File: src/rtl/dual_issue_ctrl.sv
// Dual-issue front-end controller: decides dual/single/stall/flush for the IF/ID pair,
// sequences split pairs over two cycles and keeps saturating issue statistics.
module dual_issue_ctrl #(
  parameter int RA_W  = 5,
  parameter int CNT_W = 32
) (
  input  logic             clk,
  input  logic             rst_n,
  input  logic             pair_valid,
  input  logic [RA_W-1:0]  a_rs,
  input  logic [RA_W-1:0]  a_rt,
  input  logic             a_rs_used,
  input  logic             a_rt_used,
  input  logic [RA_W-1:0]  a_rd,
  input  logic             a_wr,
  input  logic             a_mem,
  input  logic             a_ctrl,
  input  logic [RA_W-1:0]  b_rs,
  input  logic [RA_W-1:0]  b_rt,
  input  logic             b_rs_used,
  input  logic             b_rt_used,
  input  logic             b_mem,
  input  logic             ex_load,
  input  logic [RA_W-1:0]  ex_rd,
  input  logic             redirect,
  output logic             if_id_hold,
  output logic             pc_hold,
  output logic             issue_a,
  output logic             issue_b,
  output logic             flush,
  output logic             split_state,
  output logic [CNT_W-1:0] cnt_dual,
  output logic [CNT_W-1:0] cnt_single,
  output logic [CNT_W-1:0] cnt_stall
);

  typedef enum logic {ISSUE = 1'b0, SECOND = 1'b1} state_t;

  state_t state, state_nxt;
  logic   lu_a, lu_b, dep_ab, split;
  logic   hold_c, issue_a_c, issue_b_c, flush_c, stall_c;

  // Register 0 is hard-wired, so it never forms a hazard.
  assign lu_a = ex_load && (ex_rd != '0) &&
                ((a_rs_used && (a_rs == ex_rd)) || (a_rt_used && (a_rt == ex_rd)));
  assign lu_b = ex_load && (ex_rd != '0) &&
                ((b_rs_used && (b_rs == ex_rd)) || (b_rt_used && (b_rt == ex_rd)));
  assign dep_ab = a_wr && (a_rd != '0) &&
                  ((b_rs_used && (b_rs == a_rd)) || (b_rt_used && (b_rt == a_rd)));
  assign split = dep_ab || (a_mem && b_mem) || a_ctrl || lu_b;

  always_comb begin
    // NOTE: every signal gets a default before the branches so no latch is inferred.
    state_nxt = state;
    hold_c    = 1'b0;
    issue_a_c = 1'b0;
    issue_b_c = 1'b0;
    flush_c   = 1'b0;
    stall_c   = 1'b0;
    if (redirect) begin
      flush_c   = 1'b1;
      state_nxt = ISSUE;
    end else if (pair_valid) begin
      unique case (state)
        ISSUE: begin
          if (lu_a) begin
            hold_c  = 1'b1;
            stall_c = 1'b1;
          end else if (split) begin
            hold_c    = 1'b1;
            issue_a_c = 1'b1;
            state_nxt = SECOND;
          end else begin
            issue_a_c = 1'b1;
            issue_b_c = 1'b1;
          end
        end
        SECOND: begin
          // Slot A now sits in ID/EX, so only slot B's load-use hazard matters.
          if (lu_b) begin
            hold_c  = 1'b1;
            stall_c = 1'b1;
          end else begin
            issue_b_c = 1'b1;
            state_nxt = ISSUE;
          end
        end
        default: state_nxt = ISSUE;
      endcase
    end
  end

  // Outputs are forced low for as long as reset is held.
  assign if_id_hold  = rst_n && hold_c;
  assign pc_hold     = rst_n && hold_c;
  assign issue_a     = rst_n && issue_a_c;
  assign issue_b     = rst_n && issue_b_c;
  assign flush       = rst_n && flush_c;
  assign split_state = rst_n && (state == SECOND);

  // NOTE: non-blocking assignments for all state so every register samples pre-edge values.
  always_ff @(posedge clk or negedge rst_n) begin
    if (!rst_n) begin
      state      <= ISSUE;
      cnt_dual   <= '0;
      cnt_single <= '0;
      cnt_stall  <= '0;
    end else begin
      state <= state_nxt;
      if (issue_a_c && issue_b_c && (cnt_dual != '1))
        cnt_dual <= cnt_dual + CNT_W'(1);
      if ((issue_a_c ^ issue_b_c) && (cnt_single != '1))
        cnt_single <= cnt_single + CNT_W'(1);
      if (stall_c && (cnt_stall != '1))
        cnt_stall <= cnt_stall + CNT_W'(1);
    end
  end

endmodule

File: config.mk
export PLATFORM = sky130hd
export DESIGN_NAME = dual_issue_ctrl
export DESIGN_NICKNAME = d
export VERILOG_FILES = /design/src/rtl/dual_issue_ctrl.sv
export SDC_FILE = /design/constraint.sdc
export NUM_CORES = 1
export LEC_CHECK = 0
export BUFFER_PORTS_ARGS = -buffer_cell sky130_fd_sc_hd__buf_2
export CAP_MARGIN = 20
export CELL_PAD_IN_SITES_DETAIL_PLACEMENT = 0
export CELL_PAD_IN_SITES_GLOBAL_PLACEMENT = 1
export CORE_ASPECT_RATIO = 2
export CORE_UTILIZATION = 37
export CTS_BUF_LIST = sky130_fd_sc_hd__clkbuf_8
export DETAILED_ROUTE_END_ITERATION = 6
export PLACE_DENSITY = 0.78
export SYNTH_ARGS = -nofsm -noshare
export SYNTH_HDL_FRONTEND = slang
export SYNTH_SLANG_ARGS = --single-unit
export TNS_END_PERCENT = 30
File: constraint.sdc
create_clock -name clk -period 2 [get_ports clk]
set_clock_uncertainty 0.1 [all_clocks]
set_input_delay 0 -clock clk [delete_from_list [all_inputs] [get_ports clk]]
set_output_delay 0 -clock clk [all_outputs]
set_load 0.005 [all_outputs]
==> summary.txt, run 1 <==
Run status
  – Status: complete, but fails checks
  – Failing checks: setup timing

Power and ir drop
  – Sw Ratio: 26.8%
  – Sw Pwr: 1.17 mW
  – Leak pwr: 3.81 nW
  – Clk pwr share: 33.7%
  – Internal power: 3.20 mW
  – Power after layout: 4.37 mW
  – Combinational power share: 18.2%
  – Pwr dens: 578 nW/um^2
  – Worst VDD drop: 0.501 mV
  – Sequential share of power: 48.1%

CTS
  – Htree depth: 3
  – Cts bufs inserted: 9
  – Clock latency on the worst-skew pair: 0.38 ns
  – CTS tree: yes
  – Clk sinks: 97
  – Clock slew at reported path FFs: 0.11 ns
  – CTS root buf: clkbuf_8
  – CTS Buffer Depth: 2

Synthesis
  – XOR/XNOR share of the synthesized area: 20.4%
  – Post-Synth Adder-Cell Area: 0.973%
  – Asr flop ratio synth: 100%
  – Ys Warns: 0
  – Largest area contributor in the netlist: dfrtp_1
  – Post-synthesis mux area share: 0.851%
  – Syn avg cell area: 10.1 um^2
  – Compound-Gate Fraction of Synth Area: 2.99%
  – Post-synth top flop: dfrtp_1
  – Seq/Total Area, Yosys: 47.2%
  – Largest family of logic cells by synthesized area: simple AND/OR/NAND/NOR gates
  – Synthesized cell area: 5140 um^2
  – Syn Nets: 558
  – Number of synthesized register bits: 97
  – Post-Synth Simple-Gate Area: 25.4%
  – Synth top area share: 47.2%
  – Syn Inst Count: 511
  – Netlist cell types: 40
  – Post-synth EDFFs: 0
  – Most area-consuming cells after synthesis: dfrtp_1 47%, xnor2_1 16%, nand3_1 5.4%, and3_1 4.1%, xor2_1 4.1%

Placed design
  – Pre-CTS WS: -0.728 ns
  – GPL Wtd Cong: 0.850
  – PortBufs: 144
  – HPWL after detailed placement: 11800 um

Die
  – FP Rows: 60
  – Die span in y: 169 um
  – Starting Density: 38.1%
  – IO Pins: 145
  – Placeable core region: 13500 um^2
  – Die X: 85.4 um
  – Die ar.: 14400 um^2

Setup path
  – Highest-delay cell along the critical path: or4_4
  – CP Launch Type: input port
  – Delay-heaviest family, CP: simple AND/OR/NAND/NOR gates
  – Reg-to-Reg Start: state
  – WS Path Type: input port to register
  – CP endpoint kind: register
  – Cell Chain, Critical Path: buf_6, or4_4, o21a_4, a21oi_4, nand4_1, a21oi_2, ha_4, nand3_2, or4_4, nor2_2, xor2_1
  – Buf/Inv on CP: 1
  – Highest cell delay on the worst timing path: 0.52 ns
  – Largest fanout on the critical path: 5
  – CP Launch Point: ex_rd[2]
  – Most frequent CP cell: or4_4
  – Critical Path RT: 2.21 ns
  – CP arrival: 2.37 ns

Timing
  – RSZ-0062 raised after global routing: true
  – Fmax: 462 MHz
  – Slew HR: 68.9%
  – Setup TNS: -1.86 ns
  – Final Hold Viols: 0
  – Fin crit period: 2.17 ns
  – Period utilization: 108%
  – Slew Limit Fails: 0
  – PnR worst setup slack: -0.166 ns
  – Tightest Pin Transition: 0.465 ns
  – Final setup fails: 31

Finish
  – Share of post-route cells with drive strength above 1: 44.1%
  – FF+latch area: 2430 um^2
  – Fillcell total: 1249
  – Commonest non-fill, non-tap cell in the layout: buf_2
  – Most frequent cells in the layout: 141 x buf_2, 120 x buf_4, 96 x xnor2_1, 96 x dfrtp_1
  – Area delta synth->final: 47.1%
  – Multi-input gate area: 2900 um^2
  – Fin nets: 826
  – # diodes: 0

GRT
  – Largest net degree at the start of global routing: 82
  – Vias in the first global route: 5104
  – Initial antenna violation count: 0
  – GRT overflow: 0
  – Global-route wire length before repair: 24300 um
  – GRT Total Usage: 21.6%

Drt
  – DR pass1 iterations: 4
  – Via density per instance: 5.17
  – Via count: 4850
  – Total wire length: 15200 um
  – Wire length per cell: 16.2 um
  – Antenna Nets Post-Route: 0
  – DRC viols: 0
  – DR iter-0 viols: 167

Job
  – Max-cap violations: 0

Hold path
  – Hold Path Class: input port to asynchronous set/reset pin
==> worst reg2reg max path: cells and delay by family (launching register included) <==
| family | cells | cell delay, ns |
|---|---|---|
| and+or+nand+nor | 4 | 0.84 |
| xor gates and xnor gates | 1 | 0.16 |
| DFF | 1 | 0.46 |
| AOI/OAI and AO/OA | 2 | 0.33 |
| adders and majority gates | 1 | 0.17 |
==> final cells by class <==
type / count / share of cell area (%)
multi-input combinational: 389 / 38.3
sequential: 97 / 32.1
timing repair buffer: 276 / 23.6
tap: 155 / 2.56
clock buffer: 9 / 1.64
clock inverter: 7 / 1.44
inverter: 6 / 0.298
==> cells in the mapped netlist (2+ instances only) <==
master / instances
nand2_1: 43
o211ai_1: 2
inv_1: 6
mux2_2: 2
nand3_1: 55
and3_1: 34
dfrtp_1: 97
and3b_1: 2
and2_1: 9
or4_1: 3
ha_1: 4
nor3_1: 5
nor4_1: 2
a21oi_1: 6
clkbuf_1: 12
xnor2_1: 96
o21a_1: 3
nor2b_1: 4
nand4_1: 33
nor3b_1: 6
xor2_1: 24
buf_2: 4
nor2_1: 28
and4_1: 12
buf_4: 2
o22ai_1: 3
==> sequential cells by signal, indices dropped and copies added (netlist names) <==
signal	count
cnt_stall	32
cnt_dual	32
state	1
cnt_single	32
==> timing repair <==
item | 4_1_cts | 5_1_grt
gates resized for setup | 26 | 41
endpoints found under the setup margin | 74 | 83
setup buffers | 3 | 8
hold buffers | 3 | 0
pin swaps | 16 | 14
cloned | 1 | 0
hold endpoints to repair | 98 | 0
==> routing by layer <==
metal / vias up / share of wire (%) / GRT usage, %
met5: - / 0 / 0
met4: 0 / 3.6 / 9.78
met3: 36 / 2.9 / 4.00
met2: 113 / 60 / 43.1
met1: 2388 / 34 / 20.7
li1: 2313 / - / -
==> stage by stage <==
stage,hold WS [ns],area [um^2],utilization [%],std cells
after CTS,0.0104,7310,54.1,931
final,0.0330,7570,56.0,939
after detailed placement,-0.199,6920,51.2,908
after floorplan,-0.396,5210,-,511
after global placement,-0.200,6920,51.2,908
after global routing,0.0250,7570,56.0,939
==> power groups by stage <==
stage | clock network [mW] | registers (mW) | logic, mW
floorplan | 0 | 2.19 | 0.252
global placement | 0 | 2.13 | 0.719
detailed placement | 0 | 2.14 | 0.747
CTS | 1.53 | 2.10 | 0.778
global route | 1.61 | 2.12 | 0.875
finish | 1.47 | 2.10 | 0.797
==> path summary, 6_finish.rpt <==
kind                                  to  slack [ns]  cells after the start
hold reg to reg             cnt_dual[28]        0.40                      1
setup / recovery            cnt_dual[31]       -0.17                     11
hold / removal             cnt_stall[25]        0.03                      2
min in group clk                   flush        0.23                      3
max in group asynchronous   cnt_stall[9]        1.05                      3
setup reg to reg            cnt_dual[31]       -0.12                      8
==> cells by family after synthesis <==
logic type / after synthesis
simple gates: 240
xor+xnor: 120
flops: 97
buf+inv: 25
compound gates: 21
mux: 4
fa+ha+maj: 4
Power figures use the tool's default switching activity.
==> run 2: changes to the inputs <==
--- a/config.mk
+++ b/config.mk
@@ -14,6 +14,7 @@
 export CTS_BUF_LIST = sky130_fd_sc_hd__clkbuf_8
 export DETAILED_ROUTE_END_ITERATION = 6
 export PLACE_DENSITY = 0.78
+export SETUP_SLACK_MARGIN = 0.5
 export SYNTH_ARGS = -nofsm -noshare
 export SYNTH_HDL_FRONTEND = slang
 export SYNTH_SLANG_ARGS = --single-unit
==> summary.txt, run 2 (synthesized netlist as in run 1, its figures left out) <==
Die
  – IO Pins: 145 (unchanged)
  – Placeable core region: 13500 um^2 (unchanged)
  – Starting Density: 38.1% (unchanged)
  – Die span in y: 169 um (unchanged)
  – Die X: 85.4 um (unchanged)
  – Die ar.: 14400 um^2 (unchanged)
  – FP Rows: 60 (unchanged)

Timing
  – Final Hold Viols: 1 (+1)
  – Final setup fails: 32 (+3.2%)
  – PnR worst setup slack: -0.165 ns (+0.000924 ns)
  – Fin crit period: 2.16 ns (-0.000924 ns)
  – Tightest Pin Transition: 0.448 ns (-0.0177 ns)
  – Slew Limit Fails: 0 (unchanged)
  – RSZ-0062 raised after global routing: true
  – Hold WS: -0.0517 ns (-0.0847 ns)
  – Slew HR: 69.9% (+1.0 points)
  – Setup TNS: -1.71 ns (+0.152 ns)
  – Period utilization: 108% (about the same)
  – Fmax: 462 MHz (about the same)

Drt
  – DRC viols: 0 (unchanged)
  – Total wire length: 14700 um (-3.4%)
  – Via density per instance: 5.19 (+0.50%)
  – Wire length per cell: 15.7 um (-3.1%)
  – DR pass1 iterations: 4 (unchanged)
  – DR iter-0 viols: 158 (-5.4%)
  – Via count: 4864 (+0.29%)
  – Antenna Nets Post-Route: 0 (unchanged)

GRT
  – Largest net degree at the start of global routing: 76 (-7.3%)
  – GRT Total Usage: 21.0% (-0.63 points)
  – Global-route wire length before repair: 24000 um (-1.2%)
  – Initial antenna violation count: 0 (unchanged)
  – Vias in the first global route: 5152 (+0.94%)
  – GRT overflow: 0 (unchanged)

CTS
  – Clock slew at reported path FFs: 0.10 ns (about the same)
  – Clk sinks: 97 (unchanged)
  – Clock latency on the worst-skew pair: 0.38 ns (about the same)
  – Htree depth: 3 (unchanged)
  – CTS Buffer Depth: 2 (unchanged)
  – Post-cts hold buffer count: 5 (+2)
  – CTS tree: yes
  – CTS root buf: clkbuf_8
  – Cts bufs inserted: 9 (unchanged)

Setup path
  – Highest cell delay on the worst timing path: 0.52 ns (about the same)
  – CP endpoint kind: register
  – Largest fanout on the critical path: 5 (unchanged)
  – CP arrival: 2.36 ns (about the same)
  – Highest-delay cell along the critical path: or4_4
  – WS Path Type: input port to register
  – CP Launch Type: input port
  – Cell Chain, Critical Path: buf_6, or4_4, o21a_4, a21oi_2, nand4_1, a21oi_2, ha_4, nand3_2, or4_4, nor2_2, xor2_1
  – Critical Path RT: 2.19 ns (-0.02 ns)

Finish
  – # diodes: 0 (unchanged)
  – Fillcell total: 1212 (-3.0%)
  – FF+latch area: 2430 um^2 (about the same)
  – Most frequent cells in the layout: 141 x buf_2, 112 x buf_4, 97 x dfrtp_1
  – Area delta synth->final: 48.7%
  – Share of post-route cells with drive strength above 1: 45.5% (+1.4 points)
  – Multi-input gate area: 3020 um^2 (+4.1%)
  – Commonest non-fill, non-tap cell in the layout: buf_2
  – Largest regs: cnt_dual: 32 flops, cnt_single: 32 flops, cnt_stall: 32 flops
  – Fin nets: 825 (-0.12%)
  – Layout Cells excl Fill: 937 (-0.21%)

Power and ir drop
  – Worst VDD drop: 0.738 mV (+47%)
  – Power after layout: 4.12 mW (-5.8%)
  – Leak pwr: 3.87 nW (+1.6%)
  – Pwr dens: 538 nW/um^2 (-6.9%)

Job
  – Max-cap violations: 0 (unchanged)

Placed design
  – DP Cell Count: 905 (-0.33%)
  – PortBufs: 144 (unchanged)
  – HPWL after detailed placement: 11300 um (-4.3%)
  – GPL Wtd Cong: 0.819 (-3.6%)

Hold path
  – Hold Path Class: input port to register

Run status
  – Status: complete, but fails checks
  – Failing checks: hold timing, setup timing
## run 2: changes by cell type in the layout (fill, tap and decap cells not counted), sizes merged
cell	before	now
dlygate4sd3	3	4
buf	273	271
bufinv	2	0
clkinvlp	0	2
clkinv	2	1
## run 2: power by group
group	switching [mW]	leakage, nW	internal (mW)
clock	0.751	0.0855	0.466
combinational	0.364	2.46	0.423
sequential	0.0654	1.33	2.05
## run 2: worst paths after layout
kind | startpoint | end | slack (ns) | depth (start not counted)
hold reg to reg | cnt_stall[20] | cnt_stall[20] | 0.40 | 1
min in group asynchronous | rst_n | cnt_stall[17] | 0.03 | 3
max in group asynchronous | rst_n | cnt_dual[26] | 1.14 | 4
setup / recovery | ex_rd[2] | cnt_dual[25] | -0.16 | 11
setup reg to reg | state | cnt_dual[25] | -0.11 | 8
hold / removal | a_wr | state | -0.05 | 4
## run 2: worst max-delay path, delay by kind of cell
kind                       cells  cell delay [ns]
xor gates and xnor gates       1             0.16
and+or+nand+nor                5             1.36
AOI/OAI and AO/OA              3             0.58
adders and majority gates      1             0.16
buffers and inverters          1             0.09
## run 2: what timing repair did
action	CTS	global route
pin swaps	21	19
setup endpoints to repair	99	99
endpoints found under the hold margin	98	1
buffers inserted	8	3
gates resized for setup	50	38
gates cloned	1	0
## run 2: area by class of cell
class / count / area share (%)
clock buffer: 9 / 1.62
clock inverter: 6 / 0.670
inverter: 6 / 0.294
multi-input combinational: 389 / 39.4
sequential: 97 / 31.7
tap: 155 / 2.53
timing repair buffer: 275 / 23.7
## run 2: routing by layer
| layer | track usage (%) | wire length (um) | up-vias |
|---|---|---|---|
| met1 | 21.0 | 5220 | 2403 |
| li1 | - | - | 2315 |
| met2 | 41.3 | 8600 | 110 |
| met4 | 9.20 | 440 | 0 |
| met3 | 3.32 | 448 | 36 |
| met5 | 0 | 0 | - |
## run 2: metrics by stage
stage	hold slack, ns	instance area, um^2	worst slack (ns)	utilization (%)
2_1_floorplan	-0.396	5230	-0.515	-
3_3_place_gp	-0.163	6910	-0.706	51.1
3_5_place_dp	-0.164	6910	-0.735	51.1
4_1_cts	-0.0693	7440	-0.156	55.0
5_1_grt	-0.0230	7650	-0.299	56.6
6_report	-0.0517	7650	-0.165	56.6
==> run 3: changes to the inputs <==
--- a/config.mk
+++ b/config.mk
@@ -10,10 +10,10 @@
 export CELL_PAD_IN_SITES_DETAIL_PLACEMENT = 0
 export CELL_PAD_IN_SITES_GLOBAL_PLACEMENT = 1
 export CORE_ASPECT_RATIO = 2
-export CORE_UTILIZATION = 37
+export CORE_UTILIZATION = 41
 export CTS_BUF_LIST = sky130_fd_sc_hd__clkbuf_8
 export DETAILED_ROUTE_END_ITERATION = 6
-export PLACE_DENSITY = 0.78
+export PLACE_DENSITY = 0.82
 export SETUP_SLACK_MARGIN = 0.5
 export SYNTH_ARGS = -nofsm -noshare
 export SYNTH_HDL_FRONTEND = slang
==> constraint.sdc (replaced) <==
create_clock -name clk -period 2.05 [get_ports clk]
set_clock_uncertainty 0.1 [all_clocks]
set_input_delay 0 -clock clk [delete_from_list [all_inputs] [get_ports clk]]
set_output_delay 0 -clock clk [all_outputs]
set_load 0.005 [all_outputs]
==> summary.txt, run 3 (synthesized netlist as in run 1, its figures left out) <==
Power and ir drop
  – Clk pwr share: 33.1% (+3.6 points)
  – Sequential share of power: 46.7% (-4.6 points)
  – Leak pwr: 4.12 nW (+6.5%)
  – Power after layout: 4.44 mW (+7.8%)
  – Combinational power share: 20.2% (+1.1 points)
  – Worst VDD drop: 0.510 mV (-31%)
  – Internal power: 3.23 mW (+9.8%)
  – Sw Pwr: 1.21 mW (+2.7%)
  – Pwr dens: 549 nW/um^2 (+2.0%)
  – Sw Ratio: 27.3% (-1.3 points)

Timing
  – Tightest Pin Transition: 0.341 ns (-0.107 ns)
  – PnR worst setup slack: -0.0952 ns (+0.0694 ns)
  – Final setup fails: 25 (-22%)
  – RSZ-0062 raised after global routing: true
  – Slew HR: 77.2% (+7.3 points)
  – Fmax: 466 MHz
  – Slew Limit Fails: 0 (unchanged)
  – Final Hold Viols: 1 (unchanged)
  – Period utilization: 105%
  – Hold WS: -0.0426 ns (+0.00906 ns)
  – Fin crit period: 2.15 ns

Placed design
  – DP Area: 6880 um^2 (-0.47%)
  – GPL Wtd Cong: 0.811 (-0.99%)
  – HPWL after detailed placement: 11000 um (-3.0%)
  – Pre-CTS WS: -0.662 ns (+0.0729 ns)
  – PortBufs: 144 (unchanged)

Run status
  – Failing checks: hold timing, setup timing
  – Status: complete, but fails checks

Drt
  – DRC viols: 0 (unchanged)
  – DR iter-0 viols: 190 (+20%)
  – Total wire length: 15500 um (+5.3%)
  – Via count: 4985 (+2.5%)
  – Via density per instance: 5.32 (+2.5%)
  – DR pass1 iterations: 4 (unchanged)
  – Antenna Nets Post-Route: 0 (unchanged)
  – Wire length per cell: 16.5 um (+5.3%)

Setup path
  – Buf/Inv on CP: 1 (unchanged)
  – WS Path Type: input port to register
  – CP Launch Type: input port
  – CP arrival: 2.36 ns (about the same)
  – Critical Path RT: 2.26 ns (+0.07 ns)
  – Reg2Reg Setup Slack: -0.07 ns (+0.04 ns)
  – Cell Chain, Critical Path: buf_6, or4_4, o21a_4, a21oi_2, nand4_1, a21oi_2, ha_4, nand3_2, or4_4, nor2_2, xor2_1
  – Delay-heaviest family, CP: simple AND/OR/NAND/NOR gates
  – Worst R2R End: cnt_single[1]
  – Highest cell delay on the worst timing path: 0.53 ns (about the same)
  – Largest fanout on the critical path: 5 (unchanged)
  – CP endpoint kind: register
  – Reg-to-Reg Start: cnt_single[26]
  – Reg2Reg Depth: 6 (-2)
  – Highest-delay cell along the critical path: or4_4

Die
  – Die X: 81.2 um (-4.9%)
  – Starting Density: 42.2% (+4.1 points)
  – FP Rows: 57 (-5.0%)
  – IO Pins: 145 (unchanged)
  – Placeable core region: 12200 um^2 (-9.8%)
  – Die span in y: 160 um (-4.9%)
  – Die ar.: 13000 um^2 (-9.6%)

Hold path
  – Hold_sp: a_wr
  – Hold Path Class: input port to register
  – Worst Hold Depth: 4 (unchanged)
  – WHS Endpoint: state

Finish
  – Largest regs: cnt_dual: 32 flops, cnt_single: 32 flops, cnt_stall: 32 flops
  – # diodes: 0 (unchanged)
  – Area delta synth->final: 57.1%
  – Commonest non-fill, non-tap cell in the layout: buf_2
  – Final Instance Area: 8080 um^2 (+5.6%)
  – Most frequent cells in the layout: 142 x buf_2, 111 x buf_4, 97 x dfrtp_1
  – Fin nets: 832 (+0.85%)
  – Share of post-route cells with drive strength above 1: 51.3% (+5.7 points)

CTS
  – CTS Buffer Depth: 2 (unchanged)
  – Clk sinks: 97 (unchanged)
  – Post-cts hold buffer count: 5 (unchanged)
  – CTS tree: yes
  – Clock slew at reported path FFs: 0.10 ns (about the same)
  – Htree depth: 3 (unchanged)
  – Cts bufs inserted: 9 (unchanged)
  – CTS root buf: clkbuf_8
  – Clock latency on the worst-skew pair: 0.38 ns (about the same)

Job
  – Max-cap violations: 0 (unchanged)

GRT
  – Global-route wire length before repair: 24400 um (+1.7%)
  – GRT overflow: 0 (unchanged)
  – GRT Total Usage: 24.2% (+3.3 points)
  – Vias in the first global route: 5204 (+1.0%)
  – Initial antenna violation count: 0 (unchanged)
  – Largest net degree at the start of global routing: 52 (-32%)
run 3: cell count changes in the layout (fill, tap and decap cells not counted), moves of 4 or more:
cell     delta
nand2_1     -6
buf_6       +4
nand3_1    -15
xnor2_1     -9
nand3_2    +12
xnor2_2     +9
nand2_4     +4
run 3: routing by layer:
layer,routed length (um),track usage [%]
met1,5480,23.6
met2,8820,46.1
met3,575,3.81
met4,608,13.0
met5,0,0
run 3: power by group through the flow:
stage                     Sequential, mW  Clock, mW  Combinational [mW]
after floorplan                     2.14          0               0.260
after global placement              2.09          0               0.718
after detailed placement            2.09          0               0.746
after CTS                           2.06       1.50               0.830
after global routing                2.08       1.56               0.976
final                               2.07       1.47               0.896
run 3: through the flow:
stage / util (%) / std cells / TNS (ns)
global placement: 56.4 / 894 / -25.56
global route: 66.3 / 937 / -4.39
floorplan: - / 511 / -13.16
detailed placement: 56.4 / 894 / -31.40
CTS: 63.4 / 926 / -1.64
finish: 66.3 / 937 / -1.21
run 3: cell type report:
cell class | instances | area [um^2]
Timing Repair Buffer | 282 | 1920
Multi-Input combinational cell | 389 | 3290
Sequential cell | 97 | 2430
Clock buffer | 10 | 138
Tap cell | 147 | 184
Clock inverter | 6 | 97.6
Inverter | 6 | 22.5
Fill cell | 968 | 4110
run 3: what timing repair did:
action                                  in CTS  in global routing
pin swaps                                   88                 59
resized for setup                           97                 55
hold endpoints to repair                    98                  1
buffers inserted                             9                 11
endpoints found under the setup margin      99                100
cloned                                       2                  0
run 3: tightest hold or removal path, delay by kind of cell:
family	cells	cell delay, ns
AOI/OAI and AO/OA	2	0.22
buffers and inverters	1	0.07
and+or+nand+nor	1	0.10
run 3: worst max path at each step:
stage / end / startpoint / cells past startpoint
6_report: cnt_dual[29] / ex_rd[2] / 11
5_1_grt: cnt_dual[25] / ex_rd[2] / 11
4_1_cts: cnt_single[9] / ex_rd[2] / 11
3_5_place_dp: cnt_dual[25] / ex_rd[2] / 11
3_3_place_gp: cnt_dual[29] / ex_rd[2] / 11
2_1_floorplan: cnt_dual[29] / ex_rd[2] / 12
